`src/rtl/serial_mod_detector_if.sv`:
```
// Bus bundle for serial_mod_detector: per-channel serial inputs plus
// per-channel status outputs.
interface serial_mod_detector_if #(
    parameter int DIVISOR = 3,
    parameter int NUM_CH  = 4,
    parameter int CNT_W   = 16
);
    localparam int REM_W = $clog2(DIVISOR);

    logic [NUM_CH-1:0]       din_valid;
    logic [NUM_CH-1:0]       din;
    logic [NUM_CH-1:0]       clear;
    logic [NUM_CH-1:0]       lsb_first;
    logic [NUM_CH-1:0]       dout;
    logic [NUM_CH-1:0]       active;
    logic [NUM_CH*REM_W-1:0] rem;
    logic [NUM_CH*CNT_W-1:0] bit_cnt;

    modport master (
        output din_valid, din, clear, lsb_first,
        input  dout, active, rem, bit_cnt
    );

    modport slave (
        input  din_valid, din, clear, lsb_first,
        output dout, active, rem, bit_cnt
    );
endinterface

```
`src/rtl/serial_mod_detector.sv`:
```
// Multi-channel serial divisibility detector. Each channel folds its incoming
// bit stream into a running remainder modulo DIVISOR and flags divisibility.
//
// state  | meaning
// -------+-------------------------------------------------------------
// EMPTY  | no bit of the current word accepted; outputs at reset values
// ACTIVE | at least one bit accepted; rem/pow/bit_cnt track the word
module serial_mod_detector #(
    parameter int DIVISOR = 3,
    parameter int NUM_CH  = 4,
    parameter int CNT_W   = 16
) (
    input  logic                  clk,
    input  logic                  resetn,
    serial_mod_detector_if.slave  bus
);
    localparam int REM_W = $clog2(DIVISOR);

    if (DIVISOR < 2) begin : g_bad_divisor
        $error("serial_mod_detector: DIVISOR must be >= 2");
    end
    if (NUM_CH < 1) begin : g_bad_num_ch
        $error("serial_mod_detector: NUM_CH must be >= 1");
    end

    // DIVISOR fits in REM_W+1 bits, so every intermediate below does too.
    localparam logic [REM_W:0]   DIV_X = (REM_W+1)'(DIVISOR);
    localparam logic [REM_W-1:0] ONE   = REM_W'(1);
    localparam logic [REM_W-1:0] POW2  = REM_W'(2 % DIVISOR);

    typedef enum logic {EMPTY = 1'b0, ACTIVE = 1'b1} state_t;

    state_t           state_q  [NUM_CH];
    logic [REM_W-1:0] rem_q    [NUM_CH];
    logic [REM_W-1:0] pow_q    [NUM_CH];
    logic [CNT_W-1:0] cnt_q    [NUM_CH];
    logic             mode_q   [NUM_CH];
    logic             dout_q   [NUM_CH];
    logic [REM_W-1:0] rem_step [NUM_CH];
    logic [REM_W-1:0] pow_step [NUM_CH];

    // Inputs are always below 2*DIVISOR, so one conditional subtract suffices.
    function automatic logic [REM_W-1:0] reduce(input logic [REM_W:0] s);
        logic [REM_W:0] diff;
        diff = s - DIV_X;
        return (s >= DIV_X) ? diff[REM_W-1:0] : s[REM_W-1:0];
    endfunction

    // Next remainder/power for a bit accepted while ACTIVE.
    always_comb begin
        for (int i = 0; i < NUM_CH; i++) begin
            if (mode_q[i]) begin
                rem_step[i] = reduce({1'b0, rem_q[i]} +
                                     (bus.din[i] ? {1'b0, pow_q[i]} : '0));
                pow_step[i] = reduce({pow_q[i], 1'b0});
            end else begin
                rem_step[i] = reduce({rem_q[i], bus.din[i]});
                pow_step[i] = pow_q[i];
            end
        end
    end

    // Per-channel EMPTY/ACTIVE FSM with registered status outputs.
    always_ff @(posedge clk) begin
        for (int i = 0; i < NUM_CH; i++) begin
            if (!resetn) begin
                state_q[i] <= EMPTY;
                rem_q[i]   <= '0;
                pow_q[i]   <= ONE;
                cnt_q[i]   <= '0;
                mode_q[i]  <= 1'b0;
                dout_q[i]  <= 1'b0;
            end else if (bus.din_valid[i] && (state_q[i] == EMPTY || bus.clear[i])) begin
                // First bit of a word; a clear in the same cycle drops the old word.
                state_q[i] <= ACTIVE;
                rem_q[i]   <= REM_W'(bus.din[i]);
                pow_q[i]   <= POW2;
                cnt_q[i]   <= CNT_W'(1);
                mode_q[i]  <= bus.lsb_first[i];
                dout_q[i]  <= ~bus.din[i];
            end else if (bus.clear[i]) begin
                state_q[i] <= EMPTY;
                rem_q[i]   <= '0;
                pow_q[i]   <= ONE;
                cnt_q[i]   <= '0;
                mode_q[i]  <= 1'b0;
                dout_q[i]  <= 1'b0;
            end else if (bus.din_valid[i]) begin
                rem_q[i]  <= rem_step[i];
                pow_q[i]  <= pow_step[i];
                dout_q[i] <= (rem_step[i] == '0);
                if (!(&cnt_q[i])) begin
                    cnt_q[i] <= cnt_q[i] + CNT_W'(1);
                end
            end
        end
    end

    for (genvar g = 0; g < NUM_CH; g++) begin : g_out
        assign bus.dout[g]                    = dout_q[g];
        assign bus.active[g]                  = (state_q[g] == ACTIVE);
        assign bus.rem[g*REM_W +: REM_W]      = rem_q[g];
        assign bus.bit_cnt[g*CNT_W +: CNT_W]  = cnt_q[g];
    end
endmodule

```
`src/flat_wrapper.sv`:
```
// flat-port wrapper written by rule: the top's interface ports become plain ports
module serial_mod_detector_flat 
#(
    parameter int DIVISOR = 3,
    parameter int NUM_CH  = 4,
    parameter int CNT_W   = 16
)
  (clk, resetn, bus_din_valid, bus_din, bus_clear, bus_lsb_first, bus_dout, bus_active, bus_rem, bus_bit_cnt);
  serial_mod_detector_if #(.DIVISOR(DIVISOR), .NUM_CH(NUM_CH), .CNT_W(CNT_W)) bus_i ();
  input  logic clk;
  input  logic resetn;
  input wire logic [$bits(bus_i.din_valid)-1:0] bus_din_valid;
  input wire logic [$bits(bus_i.din)-1:0] bus_din;
  input wire logic [$bits(bus_i.clear)-1:0] bus_clear;
  input wire logic [$bits(bus_i.lsb_first)-1:0] bus_lsb_first;
  output wire logic [$bits(bus_i.dout)-1:0] bus_dout;
  output wire logic [$bits(bus_i.active)-1:0] bus_active;
  output wire logic [$bits(bus_i.rem)-1:0] bus_rem;
  output wire logic [$bits(bus_i.bit_cnt)-1:0] bus_bit_cnt;
  assign bus_i.din_valid = bus_din_valid;
  assign bus_i.din = bus_din;
  assign bus_i.clear = bus_clear;
  assign bus_i.lsb_first = bus_lsb_first;
  assign bus_dout = bus_i.dout;
  assign bus_active = bus_i.active;
  assign bus_rem = bus_i.rem;
  assign bus_bit_cnt = bus_i.bit_cnt;
  serial_mod_detector #(.DIVISOR(DIVISOR), .NUM_CH(NUM_CH), .CNT_W(CNT_W)) u_core (.clk(clk), .resetn(resetn), .bus(bus_i));
endmodule
```
`config.mk`:
```
export PLATFORM = sky130hd
export DESIGN_NAME = serial_mod_detector_flat
export DESIGN_NICKNAME = d
export VERILOG_FILES = /design/src/rtl/serial_mod_detector_if.sv /design/src/rtl/serial_mod_detector.sv /design/src/flat_wrapper.sv
export SDC_FILE = /design/constraint.sdc
export NUM_CORES = 1
export LEC_CHECK = 0
export BUFFER_PORTS_ARGS = -buffer_cell sky130_fd_sc_hd__buf_4
export CAP_MARGIN = 25
export CORE_ASPECT_RATIO = 0.9
export CORE_MARGIN = 2
export CORE_UTILIZATION = 46
export DETAILED_ROUTE_END_ITERATION = 6
export PLACE_DENSITY_LB_ADDON = 0.05
export SYNTH_ARGS = -nofsm -noshare
export SYNTH_HDL_FRONTEND = slang
export SYNTH_SLANG_ARGS = --single-unit
```
`constraint.sdc`:
```
create_clock -name clk -period 3.9 [get_ports clk]
set_input_delay 0.195 -clock clk [delete_from_list [all_inputs] [get_ports clk]]
set_output_delay 0.195 -clock clk [all_outputs]
set_load 0.03 [all_outputs]
```
== After elaboration in Yosys (flattened, before gate mapping) ==
Memory sizes are Yosys's and may differ from the RTL's.
Index checks and enable logic that the tools add are counted.
Widths: inputs -> output; s select.

* $add $sub $neg: 20
* Order comparisons: 12
* Mux-type cells: 161
* Bitwise gates (word level): 72
* Reductions and logical operators: 16

{| class="wikitable"
|+ Operator list
! kind !! count
|-
| $mux 16 || 12
|-
| $mux 1 || 101
|-
| $mux 2 || 48
|-
| $add 16x1->16 const B || 4
|-
| $or 1x1->1 || 64
|-
| $reduce_and 16->1 || 4
|-
| $ge 3x2->1 const B || 12
|-
| $sub 2x2->2 const B || 12
|-
| $add 2x2->3 || 4
|-
| $logic_not 2->1 || 4
|-
| $not 1->1 || 8
|-
| $logic_and 1x1->1 || 4
|-
| $logic_or 1x1->1 || 4
|}

* Flip-flop bits (word level): 0
* Memory bits (writable): 92
* Bits of input ports: 18
* Output and inout bits: 80
* Logic and storage cells: 287
* Memories kept: 6

{| class="wikitable"
|+ Memories
! memory !! words !! width !! read ports !! clocked after memory_dff !! write ports !! RTL line !! text
|-
| u_core.cnt_q || 4 || 16 || 4 || 0 || 4 || serial_mod_detector.sv:36 || <nowiki>logic [CNT_W-1:0] cnt_q [NUM_CH];</nowiki>
|-
| u_core.pow_q || 4 || 2 || 4 || 0 || 4 || serial_mod_detector.sv:35 || <nowiki>logic [REM_W-1:0] pow_q [NUM_CH];</nowiki>
|-
| u_core.rem_q || 4 || 2 || 4 || 0 || 4 || serial_mod_detector.sv:34 || <nowiki>logic [REM_W-1:0] rem_q [NUM_CH];</nowiki>
|-
| u_core.dout_q || 4 || 1 || 4 || 0 || 4 || serial_mod_detector.sv:38 || <nowiki>logic dout_q [NUM_CH];</nowiki>
|-
| u_core.mode_q || 4 || 1 || 4 || 0 || 4 || serial_mod_detector.sv:37 || <nowiki>logic mode_q [NUM_CH];</nowiki>
|-
| u_core.state_q || 4 || 1 || 4 || 0 || 4 || serial_mod_detector.sv:33 || <nowiki>state_t state_q [NUM_CH];</nowiki>
|}

== Longest topological paths before layout ==
An unclocked memory read counts as a cell.

* Depth after elaboration: 10
* Depth in mapped cells: 10
* Mapped depth without buffers: 10

== Worst setup path after synthesis ==
No wires, ideal clock.

* Path type: register -> register
* Start: memory u_core.rem_q[2][0] (netlist name)
* End: memory u_core.rem_q[2][1] (netlist name) (data pin)
* Setup time: 0.140 ns
* Arrival time: 2.467 ns
* Required time: 3.760 ns
* Setup slack: 1.293 ns
* Cell stages (with the launch flop): 10
* Path buffers: 0
* Period minus slack after synthesis: 2.607 ns
* Cell sequence: edfxtp_1 -> ha_1 -> inv_1 -> fa_1 -> inv_1 -> ha_1 -> or3b_2 -> a221o_1 -> o21ai_0 -> nor2b_1

{| class="wikitable"
|+ RTL lines
! element !! RTL line
|-
| from (decl) || serial_mod_detector.sv:34
|}

==> metrics.md <==
| Metric | Value |
|---|---|
| # resized after CTS | 0 |
| Die area | 12,600 um2 |
| Non-Filler Instances | around 800 |
| CTS tree | yes |
| Row count | 37 |
| Setup TNS | 0 ns |
| Boundary Pins | 98 |
| Fmax | around 360 MHz |
| Post-route cell area | 6540 um2 |
| Slew margin rel. | 47.4% |
| Cts hold-fix bufs | 0 |
| Drt total wl | approximately 11 mm |
| Worst-case clock skew | 0.00804 ns |
| Post-synth EDFFs | 89 |
| FF-to-FF setup slack | 1.13 ns |
| Pre-antenna DRT Iters | 4 |
| P_leak | 2.48 nW |
| Hold Path Depth | 3 |
| # DRC | 0 |
| Post-Synthesis Cell Area | 5380 um2 |
| Antenna violations before repair | 0 |
| Final hold violation count | 0 |
| Top_reg_cell synth | edfxtp_1 |
| Synth warn | 0 |
| Max Slew Vio Count | 0 |
| Peak VDD IR | around 0.24 mV |
| Final setup viols | 0 |
| Critical path startpoint category | flop |
| RSZ-0062 raised after global routing | false |
| Starting Density | a little under half |
| RR Endpoint | u_core.cnt_q[2][7] |
| Pre-CTS WS | 1.10 ns |
| Worst slew pin tran | around 0.8 ns |
| Vias per cell | 5.36 |
| CP arrival | between 2 and 3 ns |
| CTS clk-pin slew, worst paths | 0.07 ns |
| Layout net count | 658 |
| ANT cells | 0 |
| Overflow after GRT | 0 |
| Reg2reg start | u_core.cnt_q[2][2] |
| Hold Crit Start | bus_din_valid[2] |
| CTS Root Cell | clkbuf_16 |
| Gpl congestion | 0.830 |
| Total number of vias | 4,186 |
| Cells on worst reg2reg path | 4 |
| Most common cell after layout, fill and taps aside | buf_4 |
| Most frequent cells in the layout | buf_4 (97), edfxtp_1 (89), nor2_1 (78), nand2_1 (37) |
| Post-route minimum period | 2.77 ns |
| # Max-Cap Violations | 0 |
| CP max FO | 16 |
| Worst-skew pair later-pin latency | approximately 0.34 ns |
| CP Capture Type | flop |
| Post-synthesis sequential area ratio | 50.8% |
| Initial DRC count | 233 |
| Fillers | between 1,000 and 1,500 |
| DR WL/cell | about 15 um |
| Placeable Area | roughly 11,000 um2 |
| Req. time, crit path | 3.78 ns |
| Antenna violation net count after detailed routing | 0 |
| Die width | 118 um |
| H-tree depth | 3 |
| Crit Path Class | flop to flop |
| Clock buffer depth | 2 |
| #FFs+latches synth | 92 |
| Tot GR Track Use | 18.5% |
| PortBufs | 97 |
| Layout area overhead | 21.7% |
| Tightest Hold Check Type | input port to flop |
| Clk sink count | 92 |
| PD cells | between 300 and 400 nW/um2 |
| Yosys cell types | 56 |
| Syn avg cell area | 10.3 um2 |
| Final setup margin | 1.13 ns |
| Outcome | finished clean |
| First-pass GRT wire length | 18.8 mm |
| Synthesized instance count | 522 |
| Post-DP Area | 6230 um2 |
| Ys async rst share | 0% |
| Largest net degree at the start of global routing | 18 |
| Fin crit share | a little under three quarters |
| Hold Path End | u_core.state_q[1][0] |
| Number of buffers created by CTS | 9 |
| Die Ht | 107 um |
| HPWL Detailed | 8.34 mm |
| Share of layout cells above drive strength 1 | 20.6% |
| Vias in the first global route | 3,937 |
| Placed cells | 765 |
| Post-CTS Setup Bufs | 0 |
| Post-Syn Nets | 560 |
sequential cells by signal (all words and copies together) (netlist names):
signal and count:
u_core.cnt_q 64, u_core.dout_q 4, u_core.mode_q 4, u_core.pow_q 8, u_core.rem_q 8, u_core.state_q 4
worst max-delay path, cell delays in order, from the launching register on:
cell and delay, ns:
edfxtp_1 0.46, nand4_1 0.39, nor4_4 0.50, a31o_2 0.38, nand3_1 0.58
stage by stage:
stage | hold slack, ns | util (%) | total power, mW
floorplan | 0.316 | - | 1.51
global placement | 0.456 | 54.5 | 1.65
detailed placement | 0.472 | 54.5 | 1.66
CTS | 0.117 | 57.2 | 2.56
global route | 0.129 | 57.2 | 2.64
finish | 0.125 | 57.2 | 2.53
cells in the mapped netlist (all sizes together) (10+ instances only):
| library cell | instances | area [um2] |
|---|---|---|
| nor2b | 10 | 62.6 |
| inv | 34 | 128 |
| nor4 | 13 | 96.3 |
| nor3 | 19 | 95.1 |
| a21oi | 14 | 70.1 |
| nand4 | 13 | 81.3 |
| and2 | 10 | 62.6 |
| nor2 | 78 | 293 |
| xor2 | 13 | 114 |
| xnor2 | 34 | 298 |
| o21ai | 14 | 70.1 |
| nand3 | 31 | 160 |
| edfxtp | 89 | 2670 |
| ha | 16 | 200 |
| nand2 | 37 | 139 |
per-layer routing:
layer / track usage (%) / wire (um) / share of wire (%)
met5: 0 / 0 / 0
met4: 5.85 / 168 / 1.5
met3: 6.17 / 679 / 5.9
met2: 29.4 / 5220 / 46
met1: 24.0 / 5340 / 47
layout make-up:
cell class / instances / area (um2) / share of cell area (%)
Sequential cell: 92 / 2730 / 41.8
Multi-Input combinational cell: 386 / 2450 / 37.4
Clock buffer: 9 / 225 / 3.44
Clock inverter: 7 / 83.8 / 1.28
Tap cell: 156 / 195 / 2.98
Timing Repair Buffer: 97 / 728 / 11.1
Inverter: 34 / 128 / 1.95
worst max-delay path by stage:
stage,from,to,slack (ns),depth (start not counted)
floorplan,u_core.rem_q[2][0],u_core.rem_q[2][1],1.29,9
global placement,u_core.cnt_q[2][2],u_core.cnt_q[2][5],1.24,4
detailed placement,u_core.cnt_q[2][2],u_core.cnt_q[2][4],1.10,4
CTS,u_core.cnt_q[2][2],u_core.cnt_q[2][6],1.07,4
global route,u_core.cnt_q[2][2],u_core.cnt_q[2][1],0.84,4
finish,u_core.cnt_q[2][2],u_core.cnt_q[2][7],1.13,4
power by group:
group / switching [mW] / total [mW] / internal (mW)
clock: 0.389 / 0.897 / 0.508
combinational: 0.246 / 0.409 / 0.163
sequential: 0.0752 / 1.23 / 1.15
kinds of logic after synthesis:
logic type	after synthesis	share of synthesized area, %
muxes	1	0.186
xor gates and xnor gates	47	7.66
DFF	92	50.8
AOI/OAI and AO/OA	74	9.75
buffers and inverters	44	3.61
adders and majority gates	20	5.21
and+or+nand+nor	244	22.8
(Power assumes the default switching activity.)
